<file path="src/rtl/sdp_stream_reader.sv">
// Burst reader for the single-clock simple-dual-port RAM: issues len reads from base_addr
// and replays the returned words as a valid/ready stream through a small skid FIFO.
module sdp_stream_reader #(
    parameter int AW         = 4,
    parameter int DW         = 2,
    parameter int RD_LAT     = 2,
    parameter int SKID_DEPTH = 4
) (
    input  logic          clk,
    input  logic          rst,
    input  logic          start,
    input  logic [AW-1:0] base_addr,
    input  logic [AW:0]   len,
    output logic          busy,
    output logic          done,
    output logic          ram_ren,
    output logic [AW-1:0] ram_raddr,
    input  logic [DW-1:0] ram_dout,
    output logic          m_valid,
    output logic [DW-1:0] m_data,
    output logic          m_last,
    input  logic          m_ready,
    output logic [1:0]    dbg_state
);

    localparam int PW = $clog2(SKID_DEPTH);
    localparam int CW = $clog2(SKID_DEPTH + 1);
    localparam int OW = $clog2(SKID_DEPTH + RD_LAT + 2);

    generate
        if (SKID_DEPTH < RD_LAT + 1 || RD_LAT < 1) begin : g_depth_check
            $error("sdp_stream_reader: SKID_DEPTH must be >= RD_LAT + 1 and RD_LAT >= 1");
        end
    endgenerate

    typedef enum logic [1:0] {
        S_IDLE = 2'd0,
        S_RUN  = 2'd1,
        S_DONE = 2'd2
    } state_t;

    state_t state_q, state_d;

    logic [AW-1:0]     base_q;
    logic [AW:0]       len_q;
    logic [AW:0]       issued_q;
    logic [AW:0]       popped_q;
    logic [AW:0]       last_idx;
    logic [RD_LAT-1:0] ren_pipe;

    logic [DW-1:0]     fifo_mem [SKID_DEPTH];
    logic [PW-1:0]     wr_ptr;
    logic [PW-1:0]     rd_ptr;
    logic [CW-1:0]     count_q;

    logic              issue;
    logic [AW-1:0]     issue_addr;
    logic [OW-1:0]     occ_next;
    logic              push;
    logic              pop;

    function automatic logic [PW-1:0] ptr_inc(input logic [PW-1:0] p);
        return (p == PW'(SKID_DEPTH - 1)) ? '0 : p + 1'b1;
    endfunction

    // Valid/ready: a beat transfers in every cycle where m_valid & m_ready are both high;
    // m_data and m_last come straight from the FIFO head register and cannot change while stalled.
    assign push     = ren_pipe[RD_LAT-1];
    assign m_valid  = (count_q != '0);
    assign pop      = m_valid & m_ready;
    assign m_data   = fifo_mem[rd_ptr];
    assign last_idx = len_q - 1'b1;
    assign m_last   = m_valid && (popped_q == last_idx);

    assign busy      = (state_q != S_IDLE);
    assign done      = (state_q == S_DONE);
    assign dbg_state = state_q;

    // Words that will be held or owed to the FIFO next cycle if no new read is issued:
    // current entries, reads still in the RAM pipeline, the read on the RAM port now, minus a pop.
    always_comb begin
        occ_next = OW'(count_q) + OW'(ram_ren);
        for (int i = 0; i < RD_LAT; i++) begin
            occ_next = occ_next + OW'(ren_pipe[i]);
        end
        if (pop) begin
            occ_next = occ_next - OW'(1);
        end
    end

    always_comb begin
        state_d    = state_q;
        issue      = 1'b0;
        issue_addr = base_q + issued_q[AW-1:0];
        case (state_q)
            S_IDLE: begin
                if (start) begin
                    if (len != '0) begin
                        state_d    = S_RUN;
                        issue      = 1'b1;
                        issue_addr = base_addr;
                    end else begin
                        state_d = S_DONE;
                    end
                end
            end
            S_RUN: begin
                issue = (issued_q < len_q) && (occ_next < OW'(SKID_DEPTH));
                if (pop && m_last) begin
                    state_d = S_DONE;
                end
            end
            S_DONE:  state_d = S_IDLE;
            default: state_d = S_IDLE;
        endcase
    end

    always_ff @(posedge clk) begin
        if (rst) begin
            state_q   <= S_IDLE;
            base_q    <= '0;
            len_q     <= '0;
            issued_q  <= '0;
            popped_q  <= '0;
            ram_ren   <= 1'b0;
            ram_raddr <= '0;
            ren_pipe  <= '0;
        end else begin
            state_q     <= state_d;
            ram_ren     <= issue;
            ren_pipe[0] <= ram_ren;
            for (int i = 1; i < RD_LAT; i++) begin
                ren_pipe[i] <= ren_pipe[i-1];
            end
            if (issue) begin
                ram_raddr <= issue_addr;
            end
            if (pop) begin
                popped_q <= popped_q + 1'b1;
            end
            if (state_q == S_IDLE && start) begin
                base_q   <= base_addr;
                len_q    <= len;
                popped_q <= '0;
                issued_q <= issue ? {{AW{1'b0}}, 1'b1} : '0;
            end else if (issue) begin
                issued_q <= issued_q + 1'b1;
            end
        end
    end

    // At full, a push can only coincide with a pop, so wr_ptr == rd_ptr overwrites the outgoing head.
    always_ff @(posedge clk) begin
        if (rst) begin
            wr_ptr  <= '0;
            rd_ptr  <= '0;
            count_q <= '0;
            for (int i = 0; i < SKID_DEPTH; i++) begin
                fifo_mem[i] <= '0;
            end
        end else begin
            if (push) begin
                fifo_mem[wr_ptr] <= ram_dout;
                wr_ptr           <= ptr_inc(wr_ptr);
            end
            if (pop) begin
                rd_ptr <= ptr_inc(rd_ptr);
            end
            case ({push, pop})
                2'b10:   count_q <= count_q + 1'b1;
                2'b01:   count_q <= count_q - 1'b1;
                default: count_q <= count_q;
            endcase
        end
    end

    always_ff @(posedge clk) begin
        if (!rst) begin
            assert (!(push && !pop && count_q == CW'(SKID_DEPTH)));
        end
    end

endmodule

</file>
<file path="config.mk">
export PLATFORM = sky130hd
export DESIGN_NAME = sdp_stream_reader
export DESIGN_NICKNAME = d
export VERILOG_FILES = /design/src/rtl/sdp_stream_reader.sv
export SDC_FILE = /design/constraint.sdc
export NUM_CORES = 1
export LEC_CHECK = 0
export ABC_AREA = 1
export BUFFER_PORTS_ARGS = -buffer_cell sky130_fd_sc_hd__buf_4
export CORE_UTILIZATION = 38
export CTS_CLUSTER_DIAMETER = 120
export CTS_CLUSTER_SIZE = 16
export DETAILED_ROUTE_END_ITERATION = 10
export GPL_ROUTABILITY_DRIVEN = 0
export PLACE_DENSITY = 0.67
export SETUP_SLACK_MARGIN = 0.15
export SYNTH_ARGS = -nofsm -noshare
export SYNTH_HDL_FRONTEND = slang
export SYNTH_SLANG_ARGS = --single-unit
</file>
<file path="constraint.sdc">
create_clock -name clk -period 4.34 [get_ports clk]
set_input_delay 0.868 -clock clk [delete_from_list [all_inputs] [get_ports clk]]
set_output_delay 0.868 -clock clk [all_outputs]
set_load 0.01 [all_outputs]
</file>
Yosys cells after proc, flatten, opt, wreduce, memory -nomap -nowiden
Memory sizes are Yosys's and may differ from the RTL's. A register that Yosys moved wholly into a read port is not among the register bits. Cells that the tools add are included.

Add/subtract/negate cells: 12. Multiply operators: 0. Div/mod/pow operators: 0. $lt $le $gt $ge: 2. Eq/ne operators: 9. Shift-type cells: 0. Muxes and demuxes: 27. Bitwise gates (word level): 1. Reductions and logical operators: 13.

Operators with widths (count): 2-to-1 mux 2 bit (9); 2-to-1 mux 4 bit (3); adder 5 x 1 -> 5 bit, second input constant (2); 2-to-1 mux 5 bit (2); adder 3 x 1 -> 3 bit (3); 2-to-1 mux 1 bit (9); == test 2 bit, second input constant (4); case mux 3 bit (2 select lines) (1); nonzero test 2 bit (3); subtractor 3 x 1 -> 3 bit, second input constant (2); == test 5 bit (1); < comparator 5 bit (1); nonzero test 5 bit (1); subtractor 5 x 1 -> 5 bit, second input constant (1); adder 2 x 1 -> 2 bit, second input constant (2); adder 4 bit (1); == test 2 x 1 -> 1 bit, second input constant (2); logical AND 1 bit (4); inequality test 2 bit, second input constant (2); case mux 2 bit (2 select lines) (1); OR reduction 2 bit (2); adder 3 x 1 -> 3 bit, second input constant (1); < comparator 3 bit, second input constant (1); 2-to-1 mux 3 bit (1); 5 further kinds (5).

Register bits after elaboration: 35. Latch bits: 0. Bits in writable memories: 8. ROM bits: 0. Bits of input ports: 15. Logic and storage cells: 76. Memories: 1.

Memory list: fifo_mem (depth 4, width 2, rd ports 1, clocked after memory_dff 1, write ports 4, RTL line 51) `logic [DW-1:0] fifo_mem [SKID_DEPTH];`.

Logic depth before layout (Yosys ltp)
Word-level depth: 10. Gate-level depth with buffers: 15. Depth with buffers taken out: 15.

Least setup slack after synthesis
OpenSTA, ideal clock, no wires.

Path type: flip-flop to flip-flop. Start point: register ram_ren. End point: register issued_q[3]. Library setup time: 0.116 ns. Data arrival time: 2.304 ns. Data required time: 4.224 ns. Path slack: 1.920 ns. Stages on the path, launching flop included: 13. Buffers on the path: 1. Path through: dfxtp_1 > fa_1 > ha_1 > inv_1 > fa_1 > inv_1 > nor2_1 > nand4_1 > nand3_2 > nand2_4 > buf_12 > a21oi_1 > nor2_2.

Word-level cells in the longest chain between the ends: 9.

RTL lines: start: declaration (RTL line 16) `output logic ram_ren,`; start signal: assignment (RTL line 130) `ram_ren <= issue;`; adder 3 x 1 -> 3 bit * (RTL line 82) `occ_next = OW'(count_q) + OW'(ram_ren);`; adder 3 x 1 -> 3 bit * (2 in a row) (RTL line 84) `occ_next = occ_next + OW'(ren_pipe[i]);`; subtractor 3 x 1 -> 3 bit (RTL line 87) `occ_next = occ_next - OW'(1);`; 2-to-1 mux 3 bit * (RTL line 86) `if (pop) begin`; < comparator 3 bit * (RTL line 108) `issue = (issued_q < len_q) && (occ_next < OW'(SKID_DEPTH));`; logical AND 1 bit * (RTL line 108); case mux 1 bit (2 select lines) * (RTL line 95) `case (state_q)`; nonzero test 2 bit (no source line) *; end signal: assignment (RTL line 145) `issued_q <= issue ? {{AW{1'b0}}, 1'b1} : '0;`; end signal: assignment (RTL line 147) `issued_q <= issued_q + 1'b1;`; end: declaration (RTL line 46) `logic [AW:0] issued_q;`.

Every way passes the cells marked *; elsewhere a longest branch is shown, timed or not. A chain may end at the register's enable or synchronous reset.

Worst setup path in the final report
Start point: register len_q[0]. End point: output m_last.

Word-level cells in the longest chain between the ends: 3.

RTL lines: start: declaration (RTL line 45) `logic [AW:0] len_q;`; start signal: assignment (RTL line 143) `len_q <= len;`; subtractor 5 x 1 -> 5 bit (RTL line 72) `assign last_idx = len_q - 1'b1;`; == test 5 bit (RTL line 73) `assign m_last = m_valid && (popped_q == last_idx);`; logical AND 1 bit (RTL line 73); end: declaration (RTL line 21) `output logic m_last,`.

Every way passes these cells.

==> impl_metrics.json <==
{
  "postLayoutCoreUtil_pct": 46.12,
  "arrival_ns": 1.73,
  "start_kind": "register",
  "port_buffers": 27,
  "fin_crit_sh_pct": 59.85,
  "avgSynthCellArea_um2": 7.747,
  "cts_setup_buffers": 0,
  "ys_ff_latch": 45,
  "relSlewSlack_pct": 50.82,
  "die_x_um": 82.52,
  "fin_cells": 423,
  "start_util_pct": 40.41,
  "crit_type": "register to primary output",
  "synth-edff-count": 8,
  "grt_pass1_vias": 1846,
  "synthCells": 318,
  "cp_max_fo": 4,
  "worst_pin_slew_ns": 0.7368,
  "yosysMostFrequentCell": "nor2_1",
  "ctsHtreeMaxLevel": 2,
  "slew_violations": 0,
  "setup-tns-final_ns": 0,
  "cap_violations": 0,
  "dieHeight_um": 82.52,
  "drt-initial-drc-count": 79,
  "grt_max_degree": 26,
  "drc": 0,
  "pin_count": 28,
  "ctsHoldBuffers": 0,
  "critPathRequiredTime_ns": 3.47,
  "synth_cell_type_count": 34,
  "cts_resized": 0,
  "yosysTopAreaCellShare_pct": 30.07,
  "drive_gt1_share_pct": 16.38,
  "cts_root_buffer": "clkbuf_8",
  "leakagePower_nw": 1.300,
  "dr.pass1.iters": 4,
  "synth_top_cell_by_area": "dfxtp_1",
  "hold_viol": 0,
  "status": "finished clean",
  "cts.reportedPaths.clkPinSlew_ns": 0.09,
  "grt-ovfl-total": 0,
  "vias_per_cell": 4.820,
  "wire_per_inst_um": 11.73,
  "numClockSinks": 45,
  "diodes": 0,
  "power.total_mw": 1.148,
  "groute.usage.overall_pct": 15.89,
  "synthToLayoutAreaGrowth_pct": 14.12,
  "synth_warnings": 0,
  "hpwl_um": 3858,
  "synth_top_cells_by_count": "nor2_1, inv_1, nand2_1",
  "async_reset_ff_share_pct": 0,
  "die_area_um2": 6810,
  "rows": 28,
  "ir_drop_mv": 0.1461,
  "grt_pass1_wl_um": 8066,
  "placed_cell_area_um2": 2718,
  "cts_buffer_depth": 2,
  "hold_class": "register to register",
  "antenna_found_initial": 0,
  "grt_setup_unrepaired": "false",
  "nets": 380,
  "endpoint_kind": "primary output",
  "dp.cells": 415,
  "reg2reg_depth": 14,
  "final_cell_area_um2": 2811,
  "synth_area_leaders": "dfxtp_1, edfxtp_1, nor2_1",
  "cts_buffers": 5,
  "hold_depth": 2,
  "vias": 2039,
  "clkLatencyLatePin_ns": 0.30,
  "r2r_setup_slack_ns": 1.79,
  "synth.cell_area_um2": 2464,
  "synth_top_flop_cell": "dfxtp_1",
  "final_antenna_net_count": 0,
  "clock-skew-final_ns": 0.008007,
  "cts_tree": "yes",
  "yosysSeqAreaShare_pct": 39.82,
  "core_area_um2": 6096,
  "power_density_nw_per_um2": 408.2,
  "finalSetupViolations": 0,
  "fmax_mhz": 385.0,
  "post-route-min-period_ns": 2.597,
  "syn-num-nets": 351,
  "drt-total-wl_um": 4963
}
-- final cells by class --
class	count	area [µm²]
inverters	52	195.2
repair buffers	27	202.7
fillers	622	3284
clock inverters	3	25.02
clock buffers	5	68.82
multi-input cells	216	1245
well taps	75	93.84
flip-flops and latches	45	980.9
-- report_power, final --
part           internal (mW)  total, mW  switching, mW
registers              0.475      0.517         0.0420
logic                  0.141      0.357          0.216
clock network          0.116      0.273          0.157
-- worst paths after layout --
path	startpoint	endpoint
max	len_q[0]	m_last
min	ren_pipe[0]	ren_pipe[1]
max reg2reg	ram_ren	issued_q[0]
min reg2reg	ren_pipe[0]	ren_pipe[1]
-- per-layer routing --
| layer | global-route usage [%] | routed length, µm | vias to the layer above |
|---|---|---|---|
| met5 | 0 | 0 | - |
| met2 | 29.34 | 2466 | 34 |
| met3 | 3.626 | 183 | 6 |
| met1 | 17.87 | 2249 | 930 |
| li1 | - | - | 1069 |
| met4 | 5.345 | 63 | 0 |
-- cells in the final DEF, fill, tap and decap left out, drive strengths merged --
master / instances
xor2: 5
o21ai: 28
dfxtp: 37
edfxtp: 8
xnor2: 2
ha: 14
clkbuf: 5
nor3b: 1
clkinv: 1
o21a: 1
nand4: 3
and3: 1
nor2: 58
o31ai: 1
nand2: 51
nand3: 16
o211a: 1
or2: 1
fa: 4
buf: 27
nand3b: 1
inv: 53
clkinvlp: 1
o22ai: 3
a21oi: 22
nor3: 3
-- registers in the layout, summed over array words and instances (netlist names), named ones only --
register and cells:
issued_q 5, dbg_state 2, base_q 4, popped_q 5
len_q 5, ram_raddr 4, rd_ptr 2, wr_ptr 2
ren_pipe 2, fifo_mem 8, ram_ren 1, count_q 3
-- stage by stage --
stage | hold WS [ns] | setup slack, ns
after floorplan | 0.4248 | 1.920
after global placement | 0.4363 | 1.886
after detailed placement | 0.4426 | 1.791
after CTS | 0.4559 | 1.734
after global routing | 0.5066 | 1.630
final | 0.4496 | 1.743
-- cells by family (layout without fill, tap and decap cells) --
kind of cell / count (synthesis) / after routing / share of synthesized area [%]
compound gates: 56 / 56 / 12.24
simple gates: 135 / 135 / 25.44
buf+inv: 57 / 87 / 9.649
fa+ha+maj: 18 / 18 / 10.36
xor+xnor: 7 / 7 / 2.489
flops: 45 / 45 / 39.82
-- critical path: stages (launching register included) --
cell and delay [ns]:
dfxtp_1 0.40, inv_1 0.08, ha_1 0.32, xor2_1 0.14
nand3_1 0.08, nor2_1 0.11, and3_1 0.18, buf_4 0.12
Note: power is estimated with default switching activity, not from simulation.
